## src/rtl/gpio_pio_access_arbiter_if.sv

```systemverilog
// Bundle of requester, event and PIO-bus signals around the PIO access arbiter.
// The "master" modport is the arbiter's view (it is the only Avalon-MM master
// on the PIO); the "slave" modport is everything around it: the requesters,
// the event consumer and the PIO itself.
interface gpio_pio_access_arbiter_if #(
    parameter int NUM_REQ = 2,
    parameter int DATA_W  = 18
);
    // Requester side
    logic [NUM_REQ-1:0]    req_valid;
    logic [NUM_REQ-1:0]    req_ready;
    logic [NUM_REQ-1:0]    req_write;
    logic [3*NUM_REQ-1:0]  req_addr;
    logic [32*NUM_REQ-1:0] req_wdata;
    logic [NUM_REQ-1:0]    rsp_valid;
    logic [31:0]           rsp_rdata;

    // Edge event FIFO side
    logic                  evt_valid;
    logic                  evt_ready;
    logic [DATA_W-1:0]     evt_data;
    logic                  evt_overflow;

    // PIO Avalon-MM side
    logic [2:0]            pio_address;
    logic                  pio_chipselect;
    logic                  pio_write_n;
    logic [31:0]           pio_writedata;
    logic [31:0]           pio_readdata;

    modport master (
        input  req_valid, req_write, req_addr, req_wdata, evt_ready, pio_readdata,
        output req_ready, rsp_valid, rsp_rdata, evt_valid, evt_data, evt_overflow,
        output pio_address, pio_chipselect, pio_write_n, pio_writedata
    );

    modport slave (
        output req_valid, req_write, req_addr, req_wdata, evt_ready, pio_readdata,
        input  req_ready, rsp_valid, rsp_rdata, evt_valid, evt_data, evt_overflow,
        input  pio_address, pio_chipselect, pio_write_n, pio_writedata
    );
endinterface

```

## src/rtl/gpio_pio_access_arbiter.sv

```systemverilog
// Shares one PIO slave between NUM_REQ requesters (round-robin, single
// register accesses) and a periodic edge-capture poll engine that reads the
// edge-capture register, clears exactly the bits it saw and queues them as
// events. EVT_DEPTH must be a power of two, at least 2.
module gpio_pio_access_arbiter #(
    parameter int NUM_REQ       = 2,
    parameter int POLL_INTERVAL = 1000,
    parameter int DATA_W        = 18,
    parameter int EVT_DEPTH     = 4
) (
    input  logic                       clk,
    input  logic                       reset_n,
    gpio_pio_access_arbiter_if.master  bus
);

    localparam int IDX_W    = (NUM_REQ > 1) ? $clog2(NUM_REQ) : 1;
    localparam int PTR_W    = $clog2(EVT_DEPTH);
    localparam int CNT_W    = $clog2(EVT_DEPTH + 1);
    localparam int TMR_W    = (POLL_INTERVAL > 1) ? $clog2(POLL_INTERVAL) : 1;
    localparam int TMR_LOAD = (POLL_INTERVAL > 0) ? POLL_INTERVAL - 1 : 0;
    localparam logic [TMR_W-1:0] TMR_LOAD_V = TMR_W'(TMR_LOAD);
    localparam logic [2:0]       ADDR_ECAP  = 3'd3;

    typedef enum logic [2:0] {
        IDLE, WR, RD_ISSUE, RD_WAIT, RSP, POLL_ISSUE, POLL_WAIT, POLL_CLR
    } state_t;

    state_t              state_reg, state_next;
    logic [IDX_W-1:0]    rr_last_reg;
    logic [IDX_W-1:0]    rr_winner;
    logic [IDX_W-1:0]    cand_idx;
    logic                rr_found;
    logic                grant;
    logic                take_poll;
    logic                poll_push;
    logic [IDX_W-1:0]    cur_id_reg;
    logic [2:0]          cur_addr_reg;
    logic [31:0]         cur_wdata_reg;
    logic [DATA_W-1:0]   cap_reg;
    logic [31:0]         rsp_rdata_reg;
    logic                poll_pending_reg;
    logic                timer_hit;

    logic [2:0]          pio_address;
    logic                pio_chipselect;
    logic                pio_write_n;
    logic [31:0]         pio_writedata;

    logic [DATA_W-1:0]   evt_mem [EVT_DEPTH];
    logic [PTR_W-1:0]    wr_ptr_reg, rd_ptr_reg;
    logic [CNT_W-1:0]    count_reg;
    logic                overflow_reg;
    logic                evt_valid;
    logic                evt_pop;
    logic                evt_full;
    logic                push_ok;
    logic                push_drop;

    // Round-robin pick: search starts one past the last granted requester.
    always_comb begin
        rr_found  = 1'b0;
        rr_winner = '0;
        cand_idx  = '0;
        for (int k = 1; k <= NUM_REQ; k++) begin
            cand_idx = IDX_W'((int'(rr_last_reg) + k) % NUM_REQ);
            if (!rr_found && bus.req_valid[cand_idx]) begin
                rr_found  = 1'b1;
                rr_winner = cand_idx;
            end
        end
    end

    // Next-state logic; a pending poll always beats waiting requesters.
    always_comb begin
        state_next = state_reg;
        grant      = 1'b0;
        take_poll  = 1'b0;
        poll_push  = 1'b0;
        case (state_reg)
            IDLE: begin
                if (poll_pending_reg) begin
                    take_poll  = 1'b1;
                    state_next = POLL_ISSUE;
                end else if (rr_found && reset_n) begin
                    grant      = 1'b1;
                    state_next = bus.req_write[rr_winner] ? WR : RD_ISSUE;
                end
            end
            WR:         state_next = RSP;
            RD_ISSUE:   state_next = RD_WAIT;
            RD_WAIT:    state_next = RSP;
            RSP:        state_next = IDLE;
            POLL_ISSUE: state_next = POLL_WAIT;
            POLL_WAIT:  state_next = (bus.pio_readdata[DATA_W-1:0] == '0) ? IDLE : POLL_CLR;
            POLL_CLR: begin
                poll_push  = 1'b1;
                state_next = IDLE;
            end
            default:    state_next = IDLE;
        endcase
    end

    // State register; an asynchronous reset abandons any in-flight access.
    always_ff @(posedge clk or negedge reset_n) begin
        if (!reset_n) state_reg <= IDLE;
        else          state_reg <= state_next;
    end

    // Latch the granted command, the poll capture and the read response.
    always_ff @(posedge clk or negedge reset_n) begin
        if (!reset_n) begin
            rr_last_reg   <= '0;
            cur_id_reg    <= '0;
            cur_addr_reg  <= '0;
            cur_wdata_reg <= '0;
            cap_reg       <= '0;
            rsp_rdata_reg <= '0;
        end else begin
            if (grant) begin
                rr_last_reg   <= rr_winner;
                cur_id_reg    <= rr_winner;
                cur_addr_reg  <= bus.req_addr[3*int'(rr_winner) +: 3];
                cur_wdata_reg <= bus.req_wdata[32*int'(rr_winner) +: 32];
                if (bus.req_write[rr_winner]) rsp_rdata_reg <= '0;
            end
            if (state_reg == RD_WAIT)   rsp_rdata_reg <= bus.pio_readdata;
            if (state_reg == POLL_WAIT) cap_reg       <= bus.pio_readdata[DATA_W-1:0];
        end
    end

    // PIO bus drive, decoded from the state; idle values everywhere else.
    always_comb begin
        pio_chipselect = 1'b0;
        pio_write_n    = 1'b1;
        pio_address    = 3'd0;
        pio_writedata  = 32'd0;
        case (state_reg)
            WR: begin
                pio_chipselect = 1'b1;
                pio_write_n    = 1'b0;
                pio_address    = cur_addr_reg;
                pio_writedata  = cur_wdata_reg;
            end
            RD_ISSUE: begin
                pio_chipselect = 1'b1;
                pio_address    = cur_addr_reg;
            end
            RD_WAIT:    pio_address = cur_addr_reg;
            POLL_ISSUE: begin
                pio_chipselect = 1'b1;
                pio_address    = ADDR_ECAP;
            end
            POLL_WAIT:  pio_address = ADDR_ECAP;
            POLL_CLR: begin
                pio_chipselect = 1'b1;
                pio_write_n    = 1'b0;
                pio_address    = ADDR_ECAP;
                pio_writedata  = 32'(cap_reg);
            end
            default: ;
        endcase
    end

    assign bus.pio_address    = pio_address;
    assign bus.pio_chipselect = pio_chipselect;
    assign bus.pio_write_n    = pio_write_n;
    assign bus.pio_writedata  = pio_writedata;
    assign bus.rsp_rdata      = rsp_rdata_reg;

    generate
        for (genvar gi = 0; gi < NUM_REQ; gi++) begin : gen_req
            assign bus.req_ready[gi] = grant && (rr_winner == IDX_W'(gi));
            assign bus.rsp_valid[gi] = (state_reg == RSP) && (cur_id_reg == IDX_W'(gi));
        end
    endgenerate

    generate
        if (POLL_INTERVAL > 0) begin : gen_timer
            logic [TMR_W-1:0] timer_reg;
            // Free-running countdown; reloads when it fires.
            always_ff @(posedge clk or negedge reset_n) begin
                if (!reset_n)             timer_reg <= TMR_LOAD_V;
                else if (timer_reg == '0) timer_reg <= TMR_LOAD_V;
                else                      timer_reg <= timer_reg - TMR_W'(1);
            end
            assign timer_hit = (timer_reg == '0);
        end else begin : gen_no_timer
            assign timer_hit = 1'b0;
        end
    endgenerate

    // Single pending flag; a new tick landing on the take cycle wins.
    always_ff @(posedge clk or negedge reset_n) begin
        if (!reset_n)       poll_pending_reg <= 1'b0;
        else if (timer_hit) poll_pending_reg <= 1'b1;
        else if (take_poll) poll_pending_reg <= 1'b0;
    end

    assign evt_valid = (count_reg != '0);
    assign evt_full  = (count_reg == CNT_W'(EVT_DEPTH));
    assign evt_pop   = evt_valid && bus.evt_ready;
    assign push_ok   = poll_push && (!evt_full || evt_pop);
    assign push_drop = poll_push && evt_full && !evt_pop;

    // Event storage; the head is only exposed while valid, so no reset needed.
    always_ff @(posedge clk) begin
        if (push_ok) evt_mem[wr_ptr_reg] <= cap_reg;
    end

    // FIFO pointers, occupancy and the sticky drop flag.
    always_ff @(posedge clk or negedge reset_n) begin
        if (!reset_n) begin
            wr_ptr_reg   <= '0;
            rd_ptr_reg   <= '0;
            count_reg    <= '0;
            overflow_reg <= 1'b0;
        end else begin
            if (push_ok) wr_ptr_reg <= wr_ptr_reg + PTR_W'(1);
            if (evt_pop) rd_ptr_reg <= rd_ptr_reg + PTR_W'(1);
            if (push_ok && !evt_pop)      count_reg <= count_reg + CNT_W'(1);
            else if (!push_ok && evt_pop) count_reg <= count_reg - CNT_W'(1);
            if (evt_pop)        overflow_reg <= 1'b0;
            else if (push_drop) overflow_reg <= 1'b1;
        end
    end

    assign bus.evt_valid    = evt_valid;
    assign bus.evt_data     = evt_valid ? evt_mem[rd_ptr_reg] : '0;
    assign bus.evt_overflow = overflow_reg;

endmodule

```

## src/flat_wrapper.sv

```systemverilog
// flat-port wrapper written by rule: the top's interface ports become plain ports
module gpio_pio_access_arbiter_flat 
#(
    parameter int NUM_REQ       = 2,
    parameter int POLL_INTERVAL = 1000,
    parameter int DATA_W        = 18,
    parameter int EVT_DEPTH     = 4
)
  (clk, reset_n, bus_req_valid, bus_req_write, bus_req_addr, bus_req_wdata, bus_evt_ready, bus_pio_readdata, bus_req_ready, bus_rsp_valid, bus_rsp_rdata, bus_evt_valid, bus_evt_data, bus_evt_overflow, bus_pio_address, bus_pio_chipselect, bus_pio_write_n, bus_pio_writedata);
  gpio_pio_access_arbiter_if #(.NUM_REQ(NUM_REQ), .DATA_W(DATA_W)) bus_i ();
  input  logic clk;
  input  logic reset_n;
  input wire logic [$bits(bus_i.req_valid)-1:0] bus_req_valid;
  input wire logic [$bits(bus_i.req_write)-1:0] bus_req_write;
  input wire logic [$bits(bus_i.req_addr)-1:0] bus_req_addr;
  input wire logic [$bits(bus_i.req_wdata)-1:0] bus_req_wdata;
  input wire logic [$bits(bus_i.evt_ready)-1:0] bus_evt_ready;
  input wire logic [$bits(bus_i.pio_readdata)-1:0] bus_pio_readdata;
  output wire logic [$bits(bus_i.req_ready)-1:0] bus_req_ready;
  output wire logic [$bits(bus_i.rsp_valid)-1:0] bus_rsp_valid;
  output wire logic [$bits(bus_i.rsp_rdata)-1:0] bus_rsp_rdata;
  output wire logic [$bits(bus_i.evt_valid)-1:0] bus_evt_valid;
  output wire logic [$bits(bus_i.evt_data)-1:0] bus_evt_data;
  output wire logic [$bits(bus_i.evt_overflow)-1:0] bus_evt_overflow;
  output wire logic [$bits(bus_i.pio_address)-1:0] bus_pio_address;
  output wire logic [$bits(bus_i.pio_chipselect)-1:0] bus_pio_chipselect;
  output wire logic [$bits(bus_i.pio_write_n)-1:0] bus_pio_write_n;
  output wire logic [$bits(bus_i.pio_writedata)-1:0] bus_pio_writedata;
  assign bus_i.req_valid = bus_req_valid;
  assign bus_i.req_write = bus_req_write;
  assign bus_i.req_addr = bus_req_addr;
  assign bus_i.req_wdata = bus_req_wdata;
  assign bus_i.evt_ready = bus_evt_ready;
  assign bus_i.pio_readdata = bus_pio_readdata;
  assign bus_req_ready = bus_i.req_ready;
  assign bus_rsp_valid = bus_i.rsp_valid;
  assign bus_rsp_rdata = bus_i.rsp_rdata;
  assign bus_evt_valid = bus_i.evt_valid;
  assign bus_evt_data = bus_i.evt_data;
  assign bus_evt_overflow = bus_i.evt_overflow;
  assign bus_pio_address = bus_i.pio_address;
  assign bus_pio_chipselect = bus_i.pio_chipselect;
  assign bus_pio_write_n = bus_i.pio_write_n;
  assign bus_pio_writedata = bus_i.pio_writedata;
  gpio_pio_access_arbiter #(.NUM_REQ(NUM_REQ), .POLL_INTERVAL(POLL_INTERVAL), .DATA_W(DATA_W), .EVT_DEPTH(EVT_DEPTH)) u_core (.clk(clk), .reset_n(reset_n), .bus(bus_i));
endmodule
```

## config.mk

```make
export PLATFORM = sky130hd
export DESIGN_NAME = gpio_pio_access_arbiter_flat
export DESIGN_NICKNAME = d
export VERILOG_FILES = /design/src/rtl/gpio_pio_access_arbiter_if.sv /design/src/rtl/gpio_pio_access_arbiter.sv /design/src/flat_wrapper.sv
export SDC_FILE = /design/constraint.sdc
export NUM_CORES = 1
export LEC_CHECK = 0
export ABC_AREA = 0
export CAP_MARGIN = 20
export CORE_MARGIN = 2
export CORE_UTILIZATION = 49
export CTS_CLUSTER_SIZE = 30
export DETAILED_ROUTE_END_ITERATION = 8
export HOLD_SLACK_MARGIN = 0.06
export PLACE_DENSITY = 0.8
export SLEW_MARGIN = 10
export SYNTH_ARGS = -nofsm -noshare
export SYNTH_HDL_FRONTEND = slang
export SYNTH_SLANG_ARGS = --single-unit
```

## constraint.sdc

```tcl
create_clock -name clk -period 2.6 [get_ports clk]
set_input_delay 0.52 -clock clk [delete_from_list [all_inputs] [get_ports clk]]
set_output_delay 0.52 -clock clk [all_outputs]
set_load 0.03 [all_outputs]
```

Yosys cells after proc, flatten, opt, wreduce, memory -nomap -nowiden. Memory sizes are Yosys's and may differ from the RTL's. Cells that the tools add are included.

Register bits: 108. Bits in writable memories: 72. Input bits: 109. Output and inout port bits: 93. Logic and storage cells: 108. Memories: 1.

Add/subtract/negate cells: 7. Multipliers: 1. Order comparisons: 3. Eq/ne operators: 9. Shift-type cells: 2. Muxes and demuxes: 38. Bitwise gates (word level): 2. Reductions and logical operators: 33.

Memory list: u_core.evt_mem (words 4, width 18, read ports 1, clocked after memory_dff 0, wr ports 1, RTL line gpio_pio_access_arbiter.sv:49) `logic [DATA_W-1:0] evt_mem [EVT_DEPTH];`.

Operator list (count): $mux W32 (3); $pmux W32 S2 (1); $shiftx A64 B7 Y32 (1); $shiftx A6 B32 Y3 (1); $mux W1 (24); $logic_not A18 Y1 (1); $mux W18 (1); $pmux W3 S6 (1); $eq A3 B3 Y1 const B (5); $mux W3 (5); $logic_and A1 B1 Y1 (12); $logic_not A10 Y1 (1); $mux W10 (1); $reduce_bool A2 Y1 (5); $sub A10 B1 Y10 const B (1); $eq A3 B2 Y1 const B (2); $lt A1 B2 Y1 const B (3); $pmux W3 S2 (1); $reduce_or A2 Y1 (3); $reduce_or A3 Y1 (2); $add A2 B1 Y2 const B (2); $logic_not A1 Y1 (4); $reduce_or A4 Y1 (1); $add A3 B1 Y3 const B (1); other kinds (11) (13).

Depth between registers and ports, before layout.
Word-level depth: 13. Depth in mapped cells: 9. Mapped depth without buffers: 8.

Least setup slack after synthesis. No wires, ideal clock.

Path type: input to output. Start point: input port bus_req_valid[1]. End point: output port bus_req_ready[0]. Arrival time: 1.635 ns. Data required time: 2.080 ns. Path slack: 0.445 ns. Stages on the path: 4. Buffers on the path: 2. Cells stage by stage: a21boi_1 > buf_4 > buf_1 > nor2_1.

Cells in the longest elaborated chain, start to end: 11. Elaborated cells on any way between the ends: 16. Classes of those cells: 11 x mux; 1 x bitwise; 4 x reduce/logical.

RTL lines: from (decl) (RTL line flat_wrapper.sv:13) `input wire logic [$bits(bus_i.req_valid)-1:0] bus_req_valid;`; $mux W1 (implied by the code) (2 in series) (RTL line gpio_pio_access_arbiter.sv:66) `if (!rr_found && bus.req_valid[cand_idx]) begin`; $mux W1 (RTL line gpio_pio_access_arbiter.sv:66); $logic_not A1 Y1 (RTL line gpio_pio_access_arbiter.sv:66); $logic_and A1 B1 Y1 (RTL line gpio_pio_access_arbiter.sv:66); $mux W1 (RTL line gpio_pio_access_arbiter.sv:66); $logic_and A1 B1 Y1 (RTL line gpio_pio_access_arbiter.sv:84) `end else if (rr_found && reset_n) begin`; $mux W1 (RTL line gpio_pio_access_arbiter.sv:84); $mux W1 (RTL line gpio_pio_access_arbiter.sv:81) `if (poll_pending_reg) begin`; $mux W1 (RTL line gpio_pio_access_arbiter.sv:79) `case (state_reg)`; $logic_and A1 B1 Y1 (*) (RTL line gpio_pio_access_arbiter.sv:172) `assign bus.req_ready[gi] = grant && (rr_winner == IDX_W'(gi));`; to (decl) (RTL line flat_wrapper.sv:19) `output wire logic [$bits(bus_i.req_ready)-1:0] bus_req_ready;`.

Every way passes the cells marked *; elsewhere a longest branch is shown, timed or not. The select of a mux whose other input is x is not followed.

Worst setup path after layout.
Start point: register u_core.rd_ptr_reg[0]. End point: output port bus_evt_data[14].

Cells in the longest elaborated chain, start to end: 2.

RTL lines: from (decl) (RTL line gpio_pio_access_arbiter.sv:50) `logic [PTR_W-1:0] wr_ptr_reg, rd_ptr_reg;`; from (signal assigned) (RTL line gpio_pio_access_arbiter.sv:219) `if (evt_pop) rd_ptr_reg <= rd_ptr_reg + PTR_W'(1);`; $mem_v2 Z4 W18; $mux W18 (RTL line gpio_pio_access_arbiter.sv:228) `assign bus.evt_data = evt_valid ? evt_mem[rd_ptr_reg] : '0;`; to (decl) (RTL line flat_wrapper.sv:23) `output wire logic [$bits(bus_i.evt_data)-1:0] bus_evt_data;`.

Every way passes these cells.

==> results.toml <==
[run_status]
outcome = "complete, no violations"

[place]
place.detailed.instances = 1031
io_buf_count = 201
postPlaceCellArea_mm2 = 0.0103
hpwl_um = 14500
gp_congestion = 0.837

[logic_synthesis]
synth_adder_area_share_pct = 1.35
largest_family_of_logic_cells_by_synthesized_area = "multiplexers"
synth-async-reset-ratio_pct = 60.0
synthMuxAreaShare_pct = 12.5
syn_avg_cell_area_um2 = 12.7
syn_nets = 743
synthSimpleGateAreaFrac_pct = 10.3
netlist_area_mm2 = 0.00795
synth-seq-cells = 180
synthCells = 626
ys_seq_area_share_pct = 61.3
area_fraction_in_compound_gates_after_synthesis_pct = 10.5
ys.flop_type = "sky130_fd_sc_hd__dfrtp_1"
synth_cell_types = 44
synth-xor-area-share_pct = 1.43
number_of_enable_flip_flop_cells_after_synthesis = 72
yosys_warnings = 0

[global_route]
via_count_of_the_first_global_routing_pass = 6120
grt_antenna_before_repair = 0
grt_start_max_net_pins = 71
overflow = 0
grt_pass1_wl_um = 32900
grtUsageTotal_pct = 24.4

[layout]
finalNonFillerCells = 1063
final_area_mm2 = 0.0108
n_fill_cell = 1153
number_of_flip_flops_in_the_largest_register = 72
reg_area_mm2 = 0.00487
drive_gt1_share_pct = 18.4
multi_input_comb_area_mm2 = 0.00290
syn2layout_area_growth_pct = 35.4
antennaDiodeCount = 0
finish.net_count = 951

[detailed_routing]
vias_per_cell = 5.54
detail_route.wl_per_cell_um = 19.2
drc = 0
drt-initial-drc-count = 362
drt-total-wl_um = 20400
vias = 5888
detailedRoute.firstPassIterationCount = 5
ant_nets = 0

[sta]
relSlewSlack_pct = 46.4
period_share_pct = 98.6
fin_worst_skew_ns = 0.00713
final_count_of_hold_timing_violations = 0
grt_setup_unrepaired = "yes"
fmax_mhz = 390
holdWs_ns = 0.293
final_period_minus_worst_setup_slack_ns = 2.56
setup-violations-final = 0
slew_viol_final = 0
transition_time_of_the_tightest_slew_check_pin_ns = 0.804

[critical_path]
start_kind = "flip-flop"
cp_max_fo = 20
timing.critical_path.required_ns = 2.08
critPathTopFamily = "buffers and inverters"
worstSetupEndpointType = "output pin"
critical_path.slowest_cell = "sky130_fd_sc_hd__mux4_2"
crit_chain = "buf_12 -> mux4_2 -> and2_1 -> clkdlybuf4s15_1"
critPathBufInv = 2
timing_worst_setup_path_type = "flip-flop to output pin"
crit_arrival_ns = 2.04
crit_path_max_incr_delay_ns = 0.53

[power_and_ir_drop]
power_frac_clock_pct = 19.3
combinationalPowerShare_pct = 44.3
switching_share_pct = 39.8
static-leakage-power_nw = 4.40
powerDensity_mw_per_mm2 = 1180
ir_drop_mv = 0.607
power_mw = 12.8
power.net_switching_mw = 5.07
cellInternalPower_mw = 7.68
seqPwrFrac_pct = 36.4

[clock_tree]
cts_root_buf = "sky130_fd_sc_hd__clkbuf_16"
clock_tree.htree_level_count = 4
cts_inserted_buffers = 17
cts_hold_buf = 0
clkLatencyLatePin_ns = 0.42
tritoncts_clock_tree = "done"
clkSinkCount = 180
cts-root-to-sink-buffers = 2
worst_setup_hold_path_clk_slew_ns = 0.07

[floorplanning]
die-height_um = 131
rows = 46
design.portCount = 202
floorplan.die.width_um = 131
die-area_mm2 = 0.0173
floorplan.initialDensity_pct = 50.0
fp.coreArea_mm2 = 0.0159

[flow_run]
maximum_capacitance_violations = 0

[worst_hold_path]
hold_path_class = "primary input to asynchronous set/reset pin"
[power groups by stage]
stage	registers [mW]	logic [mW]	clock network, mW
floorplan	4.74	3.33	0
global placement	4.59	5.64	0
detailed placement	4.67	5.84	0
CTS	4.63	5.72	2.49
global route	4.74	6.08	2.61
finish	4.64	5.65	2.46
[cell families (layout without fill, tap and decap cells)]
kind of cell / count (synthesis) / after routing
compound gates: 133 / 133
xor+xnor: 13 / 13
fa+ha+maj: 8 / 8
buf+inv: 48 / 269
flops: 180 / 180
mux: 74 / 74
simple gates: 170 / 170
[placed cells by master, fill, tap and decap left out, types with 2 or more instances in the layout]
cell type and instances:
sky130_fd_sc_hd__inv_1 6, sky130_fd_sc_hd__a22oi_1 32, sky130_fd_sc_hd__nand2_1 49, sky130_fd_sc_hd__a21oi_1 38
sky130_fd_sc_hd__buf_12 4, sky130_fd_sc_hd__nor4_1 5, sky130_fd_sc_hd__nor2_1 54, sky130_fd_sc_hd__xnor2_1 6
sky130_fd_sc_hd__clkinv_2 3, sky130_fd_sc_hd__mux4_2 18, sky130_fd_sc_hd__mux2i_1 37, sky130_fd_sc_hd__xor2_1 7
sky130_fd_sc_hd__dfrtp_1 100, sky130_fd_sc_hd__dlygate4sd2_1 14, sky130_fd_sc_hd__buf_4 55, sky130_fd_sc_hd__nand4b_1 2
sky130_fd_sc_hd__clkinvlp_4 2, sky130_fd_sc_hd__nand3b_1 2, sky130_fd_sc_hd__edfxtp_1 72, sky130_fd_sc_hd__clkbuf_2 13
sky130_fd_sc_hd__inv_6 7, sky130_fd_sc_hd__clkdlybuf4s50_1 142, sky130_fd_sc_hd__nor3_1 3, sky130_fd_sc_hd__nor2_2 2
sky130_fd_sc_hd__dfstp_2 8, sky130_fd_sc_hd__and2_1 38, sky130_fd_sc_hd__o21ai_0 36, sky130_fd_sc_hd__mux2_2 19
sky130_fd_sc_hd__and3_1 3, sky130_fd_sc_hd__a22o_1 18, sky130_fd_sc_hd__clkbuf_16 17, sky130_fd_sc_hd__nand3_1 6
sky130_fd_sc_hd__ha_1 7, sky130_fd_sc_hd__nor4_4 2
[through the flow]
| step | setup TNS (ns) | setup WS (ns) | util [%] |
|---|---|---|---|
| after detailed placement | 0 | 0.0461 | 64.7 |
| after global routing | -0.0498 | -0.0498 | 67.8 |
| final | 0 | 0.0375 | 67.8 |
| after global placement | 0 | 0.200 | 64.6 |
| after floorplan | 0 | 0.445 | - |
| after CTS | 0 | 0.000530 | 68.1 |
[synthesized netlist by cell type, drive strengths merged, types with 3 or more instances]
cell | instances | area [um^2]
a22o | 18 | 158
and2 | 38 | 238
nand2 | 49 | 184
nor2 | 56 | 210
dfstp | 8 | 210
a21oi | 38 | 190
xor2 | 7 | 61.3
xnor2 | 6 | 52.6
a22oi | 32 | 240
o21ai | 37 | 185
mux2i | 37 | 370
nand3 | 6 | 30.0
clkbuf | 22 | 82.6
mux2 | 19 | 214
inv | 6 | 22.5
mux4 | 18 | 405
nor4 | 7 | 65.1
dfrtp | 100 | 2500
ha | 7 | 87.6
and3 | 3 | 18.8
buf | 19 | 95.1
nor3 | 3 | 15.0
edfxtp | 72 | 2160
[worst paths after layout]
kind                                                               from                                       to  slack (ns)  cells past startpoint
worst min-delay path                                            reset_n     u_core.cur_wdata_reg[18]$_DFFE_PN0P_        0.29                      2
worst max-delay path                   u_core.rd_ptr_reg[0]$_DFFE_PN0N_                         bus_evt_data[14]        0.04                      4
worst max register to register          u_core.count_reg[1]$_DFFE_PN0P_          u_core.count_reg[2]$_DFFE_PN0P_        0.20                      8
worst min register to register  u_core.gen_timer.timer_reg[0]$_DFF_PN1_  u_core.gen_timer.timer_reg[0]$_DFF_PN1_        0.47                      1
min in group clk                u_core.gen_timer.timer_reg[0]$_DFF_PN1_  u_core.gen_timer.timer_reg[0]$_DFF_PN1_        0.47                      1
max in group asynchronous                                       reset_n     u_core.bus.rsp_rdata[18]$_DFFE_PN0P_        1.70                      2
[timing repair]
item / 4_1_cts / 5_1_grt
setup buffers: 0 / 0
pin swaps: 0 / 0
endpoints found under the setup margin: 30 / 14
endpoints found under the hold margin: 0 / 0
resized for setup: 30 / 26
[per-layer routing]
metal	GRT usage, %	routed length (um)	vias to the layer above
met2	41.5	10300	237
met5	0	0	-
met4	8.39	475	0
met1	31.0	8350	2918
met3	5.71	1320	34
li1	-	-	2699
[area by class of cell]
class,instances,share of cell area [%]
tap,216,2.51
clock inverter,15,1.31
inverter,7,0.244
clock buffer,17,3.95
multi-input combinational,398,26.9
sequential,180,45.3
timing repair buffer,230,19.8
Note: power is estimated with default switching activity, not from simulation.
